===== src/rtl/cpu_pkg.sv =====
// Shared CPU-side definitions: program memory geometry and the program memory
// arbiter state encoding.
package cpu_pkg;

    localparam int PROG_ADDR_W = 9;
    localparam int PROG_DATA_W = 12;

    typedef enum logic [2:0] {
        ARB_RUN     = 3'd0,
        ARB_HALT    = 3'd1,
        ARB_LOAD    = 3'd2,
        ARB_RELEASE = 3'd3,
        ARB_FAULT   = 3'd4
    } arb_state_e;

endpackage


===== src/rtl/program_load_counter.sv =====
// Write-address and word counter for a program load session; flags when the
// current write address is the last location of program memory.
module program_load_counter
    import cpu_pkg::*;
#(
    parameter int ADDR_W = PROG_ADDR_W
) (
    input  logic              clk,
    input  logic              rst,
    input  logic              clear_i,
    input  logic              inc_i,
    output logic [ADDR_W-1:0] wr_addr_o,
    output logic [ADDR_W:0]   words_loaded_o,
    output logic              full_o
);

    logic [ADDR_W-1:0] wr_addr_q, wr_addr_d;
    logic [ADDR_W:0]   words_q, words_d;

    always_comb begin
        wr_addr_d = wr_addr_q;
        words_d   = words_q;
        if (clear_i) begin
            wr_addr_d = '0;
            words_d   = '0;
        end else if (inc_i) begin
            wr_addr_d = wr_addr_q + 1'b1;
            words_d   = words_q + 1'b1;
        end
    end

    always_ff @(posedge clk or posedge rst) begin
        if (rst) begin
            wr_addr_q <= '0;
            words_q   <= '0;
        end else begin
            wr_addr_q <= wr_addr_d;
            words_q   <= words_d;
        end
    end

    assign wr_addr_o      = wr_addr_q;
    assign words_loaded_o = words_q;
    assign full_o         = &wr_addr_q;

endmodule


===== src/rtl/program_memory_arbiter.sv =====
// Shares the program memory port between CPU fetch and the program loader.
// Define CHECKSUM_EN to add end-of-load checksum verification and a FAULT state.
module program_memory_arbiter
    import cpu_pkg::*;
#(
    parameter int ADDR_W         = PROG_ADDR_W,
    parameter int DATA_W         = PROG_DATA_W,
    parameter int RELEASE_CYCLES = 2
) (
    input  logic              clk,
    input  logic              rst,
    input  logic [ADDR_W-1:0] cpu_address,
    input  logic              ld_start,
    input  logic              ld_valid,
    input  logic [DATA_W-1:0] ld_data,
    input  logic              ld_last,
`ifdef CHECKSUM_EN
    input  logic [DATA_W-1:0] ld_checksum,
    output logic              cksum_err,
`endif
    output logic              ld_ready,
    output logic [ADDR_W-1:0] mem_address,
    output logic [DATA_W-1:0] mem_data,
    output logic              mem_wren,
    output logic              cpu_hold,
    output logic              busy,
    output logic [ADDR_W:0]   words_loaded
);

    localparam logic [3:0] REL_LOAD = 4'(RELEASE_CYCLES - 1);

    arb_state_e        state_q;
    logic [3:0]        rel_cnt_q;
    logic              hold_q, busy_q, ready_q;
    logic              accept, end_evt, full;
    logic [ADDR_W-1:0] wr_addr;

    assign accept  = ld_valid && ready_q;
    assign end_evt = accept && (ld_last || full);

    program_load_counter #(.ADDR_W(ADDR_W)) u_cnt (
        .clk            (clk),
        .rst            (rst),
        .clear_i        (state_q == ARB_HALT),
        .inc_i          (accept),
        .wr_addr_o      (wr_addr),
        .words_loaded_o (words_loaded),
        .full_o         (full)
    );

`ifdef CHECKSUM_EN
    logic [DATA_W-1:0] sum_q;
    logic              err_q;
    logic [DATA_W-1:0] sum_next;
    assign sum_next  = sum_q + ld_data;
    assign cksum_err = err_q;
`endif

    always_ff @(posedge clk or posedge rst) begin
        if (rst) begin
            state_q   <= ARB_RUN;
            rel_cnt_q <= '0;
            hold_q    <= 1'b0;
            busy_q    <= 1'b0;
            ready_q   <= 1'b0;
`ifdef CHECKSUM_EN
            sum_q     <= '0;
            err_q     <= 1'b0;
`endif
        end else begin
            case (state_q)
                ARB_RUN: begin
                    if (ld_start) begin
                        state_q <= ARB_HALT;
                        hold_q  <= 1'b1;
                        busy_q  <= 1'b1;
                    end
                end
                ARB_HALT: begin
                    state_q <= ARB_LOAD;
                    ready_q <= 1'b1;
`ifdef CHECKSUM_EN
                    sum_q   <= '0;
`endif
                end
                ARB_LOAD: begin
`ifdef CHECKSUM_EN
                    if (accept)
                        sum_q <= sum_next;
                    if (end_evt && (sum_next != ld_checksum)) begin
                        state_q <= ARB_FAULT;
                        ready_q <= 1'b0;
                        err_q   <= 1'b1;
                    end else
`endif
                    if (end_evt) begin
                        state_q   <= ARB_RELEASE;
                        ready_q   <= 1'b0;
                        rel_cnt_q <= REL_LOAD;
                    end
                end
                ARB_RELEASE: begin
                    if (rel_cnt_q == '0) begin
                        state_q <= ARB_RUN;
                        hold_q  <= 1'b0;
                        busy_q  <= 1'b0;
                    end else begin
                        rel_cnt_q <= rel_cnt_q - 1'b1;
                    end
                end
`ifdef CHECKSUM_EN
                ARB_FAULT: begin
                    if (ld_start) begin
                        state_q <= ARB_HALT;
                        err_q   <= 1'b0;
                    end
                end
`endif
                default: begin
                    state_q <= ARB_RUN;
                    hold_q  <= 1'b0;
                    busy_q  <= 1'b0;
                    ready_q <= 1'b0;
                end
            endcase
        end
    end

    // RELEASE presents address 0 so the restarting CPU finds its first word pre-read.
    always_comb begin
        mem_address = '0;
        mem_data    = '0;
        mem_wren    = 1'b0;
        case (state_q)
            ARB_RUN:  mem_address = cpu_address;
            ARB_LOAD: begin
                mem_address = wr_addr;
                mem_data    = ld_data;
                mem_wren    = accept;
            end
            default:  mem_address = '0;
        endcase
    end

    assign ld_ready = ready_q;
    assign cpu_hold = hold_q;
    assign busy     = busy_q;

endmodule


===== config.mk =====
export PLATFORM = sky130hd
export DESIGN_NAME = program_memory_arbiter
export DESIGN_NICKNAME = d
export VERILOG_FILES = /design/src/rtl/cpu_pkg.sv /design/src/rtl/program_load_counter.sv /design/src/rtl/program_memory_arbiter.sv
export SDC_FILE = /design/constraint.sdc
export NUM_CORES = 1
export LEC_CHECK = 0
export ABC_AREA = 0
export CAP_MARGIN = 5
export CORE_MARGIN = 5
export CORE_UTILIZATION = 36
export CTS_BUF_LIST = sky130_fd_sc_hd__clkbuf_4
export CTS_CLUSTER_SIZE = 25
export DETAILED_ROUTE_END_ITERATION = 7
export PLACE_DENSITY = 0.79
export SYNTH_ARGS = -nofsm -noshare
export SYNTH_HDL_FRONTEND = slang
export SYNTH_SLANG_ARGS = --single-unit

===== constraint.sdc =====
create_clock -name clk -period 2.3 [get_ports clk]
set_input_delay 0.345 -clock clk [delete_from_list [all_inputs] [get_ports clk]]
set_output_delay 0.345 -clock clk [all_outputs]
set_load 0.05 [all_outputs]

Word level (Yosys, flattened, before mapping):

Index checks and enable logic that the tools add are counted.

* bits in registers: 28
* logic and storage cells: 51
* output and inout port bits: 35
* input bits: 26

* eq/ne operators: 7
* reductions and logical operators: 14
* bitwise operators: 2
* muxes and demuxes: 19
* add/sub/neg operators: 3

Operator list (count)
* 10-bit 2-to-1 mux: 2
* 9-bit 2-to-1 mux: 2
* 9-bit case mux with 2 select lines: 1
* 12-bit 2-to-1 mux: 1
* 3-bit case mux with 4 select lines: 1
* 10-bit by 1-bit adder with 10-bit output (second input constant): 1
* 9-bit by 1-bit adder with 9-bit output (second input constant): 1
* 3-bit 2-to-1 mux: 3
* 3-bit AND reduction: 3
* 9-bit AND reduction: 1
* 4-bit 2-to-1 mux: 2
* 2-bit != test (second input constant): 4
* 4-bit case mux with 2 select lines: 1
* 3-bit by 2-bit equality test with 1-bit output (second input constant): 2
* 1-bit case mux with 3 select lines: 2
* 4-bit logical NOT: 1
* 1-bit 2-to-1 mux: 4
* 2-bit nonzero test: 2
* 2-bit OR reduction: 2
* 4-bit by 1-bit subtractor with 4-bit output (second input constant): 1
* 3-bit by 1-bit equality test with 1-bit output (second input constant): 1
* 3-bit logical NOT: 1
* 1-bit logical AND: 2
* 1-bit NOT: 2
* 2 further kinds: 2

Depth between registers and ports, before layout:

Gate-level depths: netlist of the first run.

* depth after elaboration: 5
* depth in mapped cells: 8
* gate-level depth less buffers: 8

Hierarchy:

A second synthesis of the first run with hierarchy kept.

* cell total of the unflattened synthesis: 184
* area total of the unflattened synthesis: 1687.9 µm²

By module, submodules not included
* program_load_counter: area each 927.1 µm², instances 1, seq. area each 475.5 µm², cells each 92
* program_memory_arbiter: area each 760.7 µm², instances 1, seq. area each 200.2 µm², cells each 92

Worst setup path before layout of the first run:

No wires, ideal clock.

* kind: register to register
* start point: register u_cnt.wr_addr_q[0], in the netlist u_cnt.wr_addr_o[0]
* end point: register state_q[1]
* setup slack: 0.347 ns
* cell stages (with the launch flop): 8
* required time: 2.175 ns
* path buffers: 0
* library setup time: 0.125 ns
* data arrival time: 1.828 ns
* clock period less this slack: 1.953 ns
* cell sequence: dfrtp_1 ha_1 nand2_1 nor3_1 ha_1 o211ai_1 a221oi_2 mux2_2

* longest elaborated chain between the ends: 5

Ends and longest elaborated chain
* start: declaration: RTL line program_load_counter.sv:17 `logic [ADDR_W-1:0] wr_addr_q, wr_addr_d;`
* start signal: assignment: RTL line program_load_counter.sv:37 `wr_addr_q <= wr_addr_d;`
* 9-bit AND reduction: RTL line program_load_counter.sv:44 `assign full_o = &wr_addr_q;`
* 1-bit logical OR: RTL line program_memory_arbiter.sv:39 `assign end_evt = accept && (ld_last || full);`
* 1-bit logical AND: RTL line program_memory_arbiter.sv:39
* 2-bit != test (no source line)
* 3-bit AND reduction (no source line)
* end signal: assignment: RTL line program_memory_arbiter.sv:61 `state_q <= ARB_RUN;`
* end signal: assignment: RTL line program_memory_arbiter.sv:74 `state_q <= ARB_HALT;`
* end signal: assignment: RTL line program_memory_arbiter.sv:80 `state_q <= ARB_LOAD;`
* end: declaration: RTL line program_memory_arbiter.sv:32 `arb_state_e state_q;`

Every way passes these cells.
A chain may end at the register's enable or synchronous reset.

Worst setup path after layout of the first run:

* start point: register state_q[0]
* end point: output mem_address[2]

* longest elaborated chain between the ends: 2
* elaborated cells between the ends (all ways): 3
* classes of those cells: eq/ne (1); mux (1); reduce/logical (1)

Ends and longest elaborated chain
* 3-bit by 2-bit equality test with 1-bit output / 3-bit logical NOT (equally long branches): RTL line program_memory_arbiter.sv:134 `case (state_q)`
* 9-bit case mux with 2 select lines (*): RTL line program_memory_arbiter.sv:134
* end: declaration: RTL line program_memory_arbiter.sv:22 `output logic [ADDR_W-1:0] mem_address,`

Every way passes the cells marked *; elsewhere a longest branch is shown, timed or not.

==> results.yml, run 1 <==
layout:
  n_antenna_cell: 0
  fillCellCount: 376
  drive_gt1_frac: 0.171
  areaGrowthSynthToFinish_pct: 57.8
  finalInstanceArea_mm2: 0.00251
  nets: 269
logic_synthesis:
  synth_nets: 207
  synth_seq_cells: 27
  ys_seq_area_frac: 0.425
  ys.warnings.count: 0
  syn_avg_cell_area_um2: 9.20
  synth_edf_count: 0
  synth_cell_types: 33
  postSynthCellCount: 173
  synth.most_common_cell: "dfrtp_1"
  synth_top_cell_area_share: 0.425
  synth_area_mm2: 0.00159
  synth_area_leaders: "dfrtp_1 (42%), ha_1 (6.3%), a22o_1 (5.0%)"
  async_flop_share: 1.00
  synth_area_leader_cell: "dfrtp_1"
  synth_ff_type: "dfrtp_1"
  yosys-top-cells-count: "dfrtp_1 (27), nand2_1 (21), nor2_1 (20), and2_1 (12)"
global_route:
  first_global_vias: 1409
  grt_pass1_wl_mm: 6.93
  grt_max_degree: 28
  grt_usage: 0.141
  grt_antenna_before_repair: 0
  grt-ovfl-total: 0
setup_path:
  crit_path_end: "mem_address[2]"
  cp_num_buf_inv: 3
  r2r_slack_ps: 170
  crit_start: "state_q[0]$_DFFE_PP0P_"
  r2r_start: "u_cnt.wr_addr_o[0]$_DFFE_PP0P_"
  cpPeakStageDelay_ps: 430
  cp_top_family: "buffers and inverters"
  cp.arrival_ps: 1820
  path_cells: "inv_1 -> ha_2 -> buf_4 -> a22o_1 -> buf_12"
  crit_type: "reg2out"
  r2r_end: "state_q[1]$_DFFE_PP0P_"
  cp-start-kind: "register"
  worst-path-stages: 5
  crit_required_ps: 1960
  cp_max_fo: 17
  end_kind: "output pin"
  cp_slowest_cell: "dfrtp_1"
  reg2regPathDepth: 7
pwr:
  p_leak_nw: 1.09
  vdd_ir_drop_max_mv: 0.709
  power_density_mw_per_mm2: 1170
floorplan:
  fp.dieH_um: 76.5
  core_area_mm2: 0.00432
  die-area_mm2: 0.00585
  start_util: 0.368
  io_pins: 61
  die_w_um: 76.5
  rows: 24
clock_network:
  cts_inserted_buffers: 3
  root_buffer: "clkbuf_4"
  cts_tree: "built"
  cts.clk_slew.worst_paths_ps: 160
  cts_buffer_depth: 2
  htree_levels: 1
  clock-sinks: 27
  clk_latency_ps: 340
hold_path:
  hp-class: "in2async"
sta:
  setup_violations: 0
  whs_ps: 334
  skew_ps: 18.0
  max_freq_ghz: 0.462
  fin_crit_ps: 2170
  min_period_over_period: 0.942
  final-max-slew-violation-count: 0
  hold_violations: 0
  tightest_slew_ps: 501
  timing.max_slew.rel_slack: 0.665
placement:
  port_buffers: 60
  place_congestion: 0.837
  dp_hpwl_mm: 3.21
  place_area_mm2: 0.00247
routing:
  drc_errors: 0
  firstDrtPassIters: 4
  wl_per_cell_um: 14.3
  antenna_left: 0
  vias: 1442
  drt-initial-drc-count: 133
  drt-total-wl_mm: 4.09
  post_drt_via_cell_ratio: 5.04
job:
  drv_cap: 0
outcome:
  status: "finished, final reports clean"
-- worst register-to-register path, delay by kind of cell, from the launching register on --
kind | cells | cell delay (ps)
and+or+nand+nor | 2 | 260
adders and majority gates | 2 | 410
AOI/OAI and AO/OA | 2 | 510
DFF | 1 | 460
muxes | 1 | 360
-- registers in the layout (all words and copies together) (netlist names) --
name and count:
state_q 2, ld_ready 1, rel_cnt_q 4, busy 1, u_cnt.wr_addr_o 9, u_cnt.words_loaded_o 10
-- worst min path at each step --
stage                                                      to  slack, ps  cells after the start
after floorplan                              busy$_DFFE_PP0P_        400                      1
after global placement               rel_cnt_q[0]$_DFFE_PP0P_        500                      1
after detailed placement             rel_cnt_q[0]$_DFFE_PP0P_        510                      1
after CTS                            rel_cnt_q[3]$_DFFE_PP0P_        340                      3
after global routing      u_cnt.words_loaded_o[7]$_DFFE_PP0P_        400                      3
final                     u_cnt.words_loaded_o[7]$_DFFE_PP0P_        330                      3
-- metal layers --
metal,track usage,up-vias,wire length [um]
met5,0,-,0
met4,0.0280,0,27
met3,0.0296,3,209
met2,0.225,31,2110
met1,0.197,698,1740
li1,-,710,-
-- power by group --
| group | switching [W] | internal, W |
|---|---|---|
| sequential | 0.000106 | 0.000573 |
| clock | 0.000145 | 0.0000668 |
| combinational | 0.00114 | 0.000903 |
-- cell usage in the layout (no fill, tap or decap), types with 2 or more instances in the layout --
cell,n
a21oi_1,5
a22o_1,9
and2_1,12
buf_12,22
buf_4,5
clkbuf_4,3
clkdlybuf4s50_1,38
dfrtp_1,27
ha_1,7
inv_1,9
mux2_2,3
mux2i_1,3
nand2_1,21
nand2b_1,2
nand3_1,4
nand4_1,5
nor2_1,20
nor3_1,7
o211ai_1,2
o21ai_0,2
or3_1,2
xnor2_1,8
xor2_1,6
-- stage by stage --
step / instances / power [W] / setup TNS, ps / setup WS (ps) / util
after detailed placement: 281 / 0.00272 / 0 / 223 / 0.571
after floorplan: 173 / 0.00186 / 0 / 347 / -
final: 286 / 0.00294 / 0 / 133 / 0.581
after global routing: 286 / 0.00311 / -6.08 / -6.08 / 0.581
after global placement: 281 / 0.00268 / 0 / 262 / 0.571
after CTS: 285 / 0.00294 / 0 / 129 / 0.579
-- area by class of cell --
| class | count | area, um2 | area share |
|---|---|---|---|
| Sequential cell | 27 | 676 | 0.269 |
| Tap cell | 52 | 65.1 | 0.0259 |
| Multi-Input combinational cell | 129 | 848 | 0.338 |
| Clock inverter | 1 | 7.51 | 0.00299 |
| Inverter | 9 | 33.8 | 0.0135 |
| Clock buffer | 3 | 22.5 | 0.00897 |
| Timing Repair Buffer | 65 | 858 | 0.342 |
-- timing repair --
item,4_1_cts,5_1_grt
gates resized for setup,1,0
pin swaps,0,1
hold buffers,0,0
endpoints found under the setup margin,6,1
buffers inserted,0,1
-- kinds of logic (layout without fill, tap and decap cells) --
family,count (synthesis),count (layout),synth area share
buf+inv,17,78,0.0440
compound gates,23,23,0.112
flops,27,27,0.425
mux,6,6,0.0401
simple gates,78,78,0.239
fa+ha+maj,8,8,0.0629
xor+xnor,14,14,0.0770
(Power assumes the default switching activity.)
==> run 2: changes to the inputs <==
--- a/config.mk
+++ b/config.mk
@@ -8,11 +8,12 @@
 export ABC_AREA = 0
 export CAP_MARGIN = 5
 export CORE_MARGIN = 5
-export CORE_UTILIZATION = 36
+export CORE_UTILIZATION = 45
 export CTS_BUF_LIST = sky130_fd_sc_hd__clkbuf_4
 export CTS_CLUSTER_SIZE = 25
 export DETAILED_ROUTE_END_ITERATION = 7
-export PLACE_DENSITY = 0.79
+export HOLD_SLACK_MARGIN = 0.05
+export PLACE_DENSITY = 0.93
 export SYNTH_ARGS = -nofsm -noshare
 export SYNTH_HDL_FRONTEND = slang
 export SYNTH_SLANG_ARGS = --single-unit
==> run 2 against run 1 <==
Against the previous run:
- setup slack improved by 18 ps
- core utilization up 16 points
- sequential power grew 0.6%
- highest routed layer unchanged
- hold slack better by 17 ps
- critical endpoint is now state_q[1]$_DFFE_PP0P_
- routed wire length rose by 5.2%
- sequential share of layout area rose by 0.12 points
- global-route usage rose by 4.5 points
==> results.yml, run 2 (synthesis gave the netlist of run 1 again) <==
outcome:
  status: "finished, final reports clean"
sta:
  setup_tns_ps: 0
  skew_ps: 5.33
  final-max-slew-violation-count: 0
  fin_crit_ps: 2150
  rsz0062_at_grt: "false"
  max_freq_ghz: 0.465
  tightest_slew_ps: 507
  setup_slack_ps: 152
  timing.max_slew.rel_slack: 0.661
  min_period_over_period: 0.934
  hold_violations: 0
  setup_violations: 0
setup_path:
  cp-start-kind: "register"
  cp_max_fo: 5
  crit_required_ps: 2550
  crit_type: "reg2reg"
  r2r_slack_ps: 150
  reg2regPathDepth: 7
  end_kind: "register"
  cp.arrival_ps: 2400
layout:
  largest_register_ffs: 10
  final_util: 0.739
  areaGrowthSynthToFinish_pct: 57.4
  layout_commonest_cell: "clkdlybuf4s50_1"
  drive_gt1_frac: 0.179
  final_cell_mix: "clkdlybuf4s50_1 (38), dfrtp_1 (26), buf_12 (22), nand2_1 (21), nor2_1 (20)"
  nets: 269
  n_antenna_cell: 0
placement:
  port_buffers: 60
  pre_cts_ws_ps: 141
  place_congestion: 0.858
  dp_hpwl_mm: 3.28
hold_path:
  hp-class: "in2async"
clock_network:
  hold_buffers: 0
  htree_levels: 1
  cts_buffer_depth: 2
  root_buffer: "clkbuf_4"
  cts.clk_slew.worst_paths_ps: 150
  cts_inserted_buffers: 3
  clk_latency_ps: 340
  clock-sinks: 27
  cts_tree: "built"
pwr:
  power_density_mw_per_mm2: 1170
  p_leak_nw: 1.09
  p_total_w: 0.00294
  vdd_ir_drop_max_mv: 0.641
routing:
  post_drt_via_cell_ratio: 5.39
  vias: 1510
  antenna_left: 0
  wl_per_cell_um: 15.4
  firstDrtPassIters: 4
  drc_errors: 0
  drt-initial-drc-count: 49
  drt-total-wl_mm: 4.30
floorplan:
  start_util: 0.470
  die_w_um: 69.5
  fp.dieH_um: 69.5
  io_pins: 61
  core_area_mm2: 0.00339
  rows: 21
  die-area_mm2: 0.00483
global_route:
  grt-ovfl-total: 0
  first_global_vias: 1558
  grt_antenna_before_repair: 0
  grt_max_degree: 28
  grt_pass1_wl_mm: 7.49
  grt_usage: 0.186
job:
  drv_cap: 0
run 2: cell type report:
class	count	area [um2]
sequential	27	677
inverter	9	33.8
clock buffer	3	22.5
fill	228	885
timing repair buffer	65	858
clock inverter	1	5.00
tap	46	57.6
multi-input combinational	129	851
run 2: where the power goes:
part           switching, W  leakage [nW]  internal [W]
clock network      0.000151        0.0177     0.0000656
logic               0.00114         0.714      0.000896
registers          0.000110         0.359      0.000574
run 2: repair_timing:
item,in CTS,in global routing
buffers inserted,0,1
resized for setup,0,3
endpoints found under the setup margin,0,19
run 2: per-stage QoR:
stage	hold WS, ps	std cells	instance area, um2
2_1_floorplan	398	173	1590
3_3_place_gp	504	275	2460
3_5_place_dp	498	275	2460
4_1_cts	359	279	2490
5_1_grt	393	280	2500
6_report	351	280	2500
run 2: worst paths after layout:
check,start,endpoint
worst max-delay path,u_cnt.wr_addr_o[1]$_DFFE_PP0P_,state_q[1]$_DFFE_PP0P_
worst min-delay path,rst,rel_cnt_q[2]$_DFFE_PP0P_
worst max register to register,u_cnt.wr_addr_o[1]$_DFFE_PP0P_,state_q[1]$_DFFE_PP0P_
worst min register to register,rel_cnt_q[0]$_DFFE_PP0P_,rel_cnt_q[0]$_DFFE_PP0P_
max in group asynchronous,rst,u_cnt.wr_addr_o[0]$_DFFE_PP0P_
min in group clk,rel_cnt_q[0]$_DFFE_PP0P_,rel_cnt_q[0]$_DFFE_PP0P_
run 2: worst max-delay path, stage by stage (launching register included):
cell and delay, ps:
dfrtp_1 450, ha_2 230, nand2_1 80, nor3_1 190
ha_1 210, o211ai_1 180, a221oi_2 350, mux2_2 370
run 2: metal layers:
layer | track usage | part of all wire | vias to the layer above
met2 | 0.306 | 0.49 | 55
met5 | 0 | 0 | -
met1 | 0.234 | 0.44 | 735
li1 | - | - | 713
met3 | 0.0551 | 0.059 | 7
met4 | 0.0564 | 0.012 | 0
==> run 3: changes to the inputs <==
--- a/config.mk
+++ b/config.mk
@@ -7,8 +7,10 @@
 export LEC_CHECK = 0
 export ABC_AREA = 0
 export CAP_MARGIN = 5
+export CELL_PAD_IN_SITES_DETAIL_PLACEMENT = 0
+export CELL_PAD_IN_SITES_GLOBAL_PLACEMENT = 2
 export CORE_MARGIN = 5
-export CORE_UTILIZATION = 45
+export CORE_UTILIZATION = 26
 export CTS_BUF_LIST = sky130_fd_sc_hd__clkbuf_4
 export CTS_CLUSTER_SIZE = 25
 export DETAILED_ROUTE_END_ITERATION = 7
==> run 3 against run 2 <==
Against the previous run:
- sequential power about the same
- core utilization fell by 31 points
- sequential share of layout area decreased by 0.42 points
- sequential cell count did not move
- global-route usage is 6.9 points lower
- final area up 1.4%
- critical path type unchanged
- highest routed layer unchanged
==> results.yml, run 3 (synthesis gave the netlist of run 1 again) <==
pwr:
  power_density_mw_per_mm2: 1150
  vdd_ir_drop_max_mv: 0.775
  p_total_w: 0.00293
  p_leak_nw: 1.10
clock_network:
  cts_tree: "built"
  htree_levels: 1
  cts_buffer_depth: 2
  clock-sinks: 27
  cts_resized: 0
  cts.clk_slew.worst_paths_ps: 150
  clk_latency_ps: 330
  post_cts_buffers: 0
  cts_inserted_buffers: 3
  root_buffer: "clkbuf_4"
  hold_buffers: 0
floorplan:
  io_pins: 61
  fp.dieH_um: 88.2
  start_util: 0.269
  rows: 28
  core_area_mm2: 0.00592
  die_w_um: 88.2
  die-area_mm2: 0.00779
sta:
  setup_violations: 0
  final-max-slew-violation-count: 0
  fin_crit_ps: 2120
  setup_tns_ps: 0
  hold_violations: 0
  skew_ps: 4.92
  tightest_slew_ps: 510
  min_period_over_period: 0.924
  rsz0062_at_grt: "false"
  max_freq_ghz: 0.471
  timing.max_slew.rel_slack: 0.659
routing:
  firstDrtPassIters: 3
  drt-total-wl_mm: 4.28
  drc_errors: 0
  antenna_left: 0
  wl_per_cell_um: 13.9
  post_drt_via_cell_ratio: 4.61
  vias: 1425
  drt-initial-drc-count: 72
layout:
  final_cells: 309
  final_cell_mix: "clkdlybuf4s50_1 (38), dfrtp_1 (27), buf_12 (22), nand2_1 (21), nor2_1 (20)"
  largest_register_ffs: 10
  areaGrowthSynthToFinish_pct: 59.6
  layout_commonest_cell: "clkdlybuf4s50_1"
  final_util: 0.429
  n_antenna_cell: 0
  fillCellCount: 573
  finalInstanceArea_mm2: 0.00254
  drive_gt1_frac: 0.171
  nets: 269
setup_path:
  r2r_end: "state_q[1]$_DFFE_PP0P_"
  cp.arrival_ps: 2360
  reg2regPathDepth: 7
  path_cells: "ha_1 -> nand2_1 -> nor3_1 -> ha_1 -> o211ai_1 -> a221oi_2 -> mux2_2"
  cpPeakStageDelay_ps: 450
  crit_type: "reg2reg"
  crit_required_ps: 2530
  r2r_slack_ps: 180
  cp_slowest_cell: "dfrtp_1"
  end_kind: "register"
  crit_top_cell: "ha_1"
  cp_max_fo: 5
  crit_path_end: "state_q[1]$_DFFE_PP0P_"
  crit_start: "u_cnt.wr_addr_o[0]$_DFFE_PP0P_"
  cp-start-kind: "register"
  r2r_start: "u_cnt.wr_addr_o[0]$_DFFE_PP0P_"
global_route:
  first_global_vias: 1489
  grt_antenna_before_repair: 0
  grt_max_degree: 28
  grt-ovfl-total: 0
  grt_pass1_wl_mm: 7.21
  grt_usage: 0.117
outcome:
  status: "finished, final reports clean"
placement:
  dp.cells: 305
  dp_hpwl_mm: 3.40
  port_buffers: 60
  place_area_mm2: 0.00251
  place_congestion: 0.673
hold_path:
  hp-class: "in2async"
job:
  drv_cap: 0
==> run 3: cell types whose count changed in the layout (fill, tap and decap cells not counted), sizes merged <==
| cell | change |
|---|---|
| clkinv | -1 |
| clkbuf | +1 |
==> run 3: layer usage <==
layer | up-vias | routed length (um) | track usage
met2 | 19 | 2250 | 0.201
li1 | 711 | - | -
met5 | - | 0 | 0
met1 | 691 | 1880 | 0.153
met3 | 4 | 123 | 0.0205
met4 | 0 | 33 | 0.0247
==> run 3: final cells by class <==
cell class,count,area (um2),share of cell area
repair buffers,65,858,0.338
multi-input cells,129,848,0.334
clock buffers,4,30.0,0.0118
inverters,9,33.8,0.0133
well taps,75,93.8,0.0369
flip-flops and latches,27,676,0.266
==> run 3: worst min-delay path by stage <==
| stage | from | endpoint | slack, ps | cells past startpoint |
|---|---|---|---|---|
| 2_1_floorplan | rst | busy$_DFFE_PP0P_ | 400 | 1 |
| 3_3_place_gp | rel_cnt_q[0]$_DFFE_PP0P_ | rel_cnt_q[0]$_DFFE_PP0P_ | 510 | 1 |
| 3_5_place_dp | rel_cnt_q[0]$_DFFE_PP0P_ | rel_cnt_q[0]$_DFFE_PP0P_ | 510 | 1 |
| 4_1_cts | rst | rel_cnt_q[3]$_DFFE_PP0P_ | 370 | 3 |
| 5_1_grt | rst | rel_cnt_q[3]$_DFFE_PP0P_ | 390 | 3 |
| 6_report | rst | rel_cnt_q[3]$_DFFE_PP0P_ | 360 | 3 |
==> run 3: worst max-delay path, delay by kind of cell, from the launching register on <==
family                     cells  cell delay, ps
muxes                          1             370
adders and majority gates      2             410
and+or+nand+nor                2             280
DFF                            1             450
AOI/OAI and AO/OA              2             530
==> run 3: power breakdown <==
part	total (W)	internal, W	switching [W]
Combinational	0.00202	0.000887	0.00114
Sequential	0.000680	0.000573	0.000107
Clock	0.000221	0.0000797	0.000142
Total	0.00293	0.00154	0.00139
==> run 3: stage by stage <==
| step | hold slack (ps) | setup WS [ps] |
|---|---|---|
| after floorplan | 398 | 347 |
| after global placement | 507 | 241 |
| after detailed placement | 514 | 196 |
| after CTS | 374 | 17.7 |
| after global routing | 387 | 61.3 |
| final | 362 | 175 |
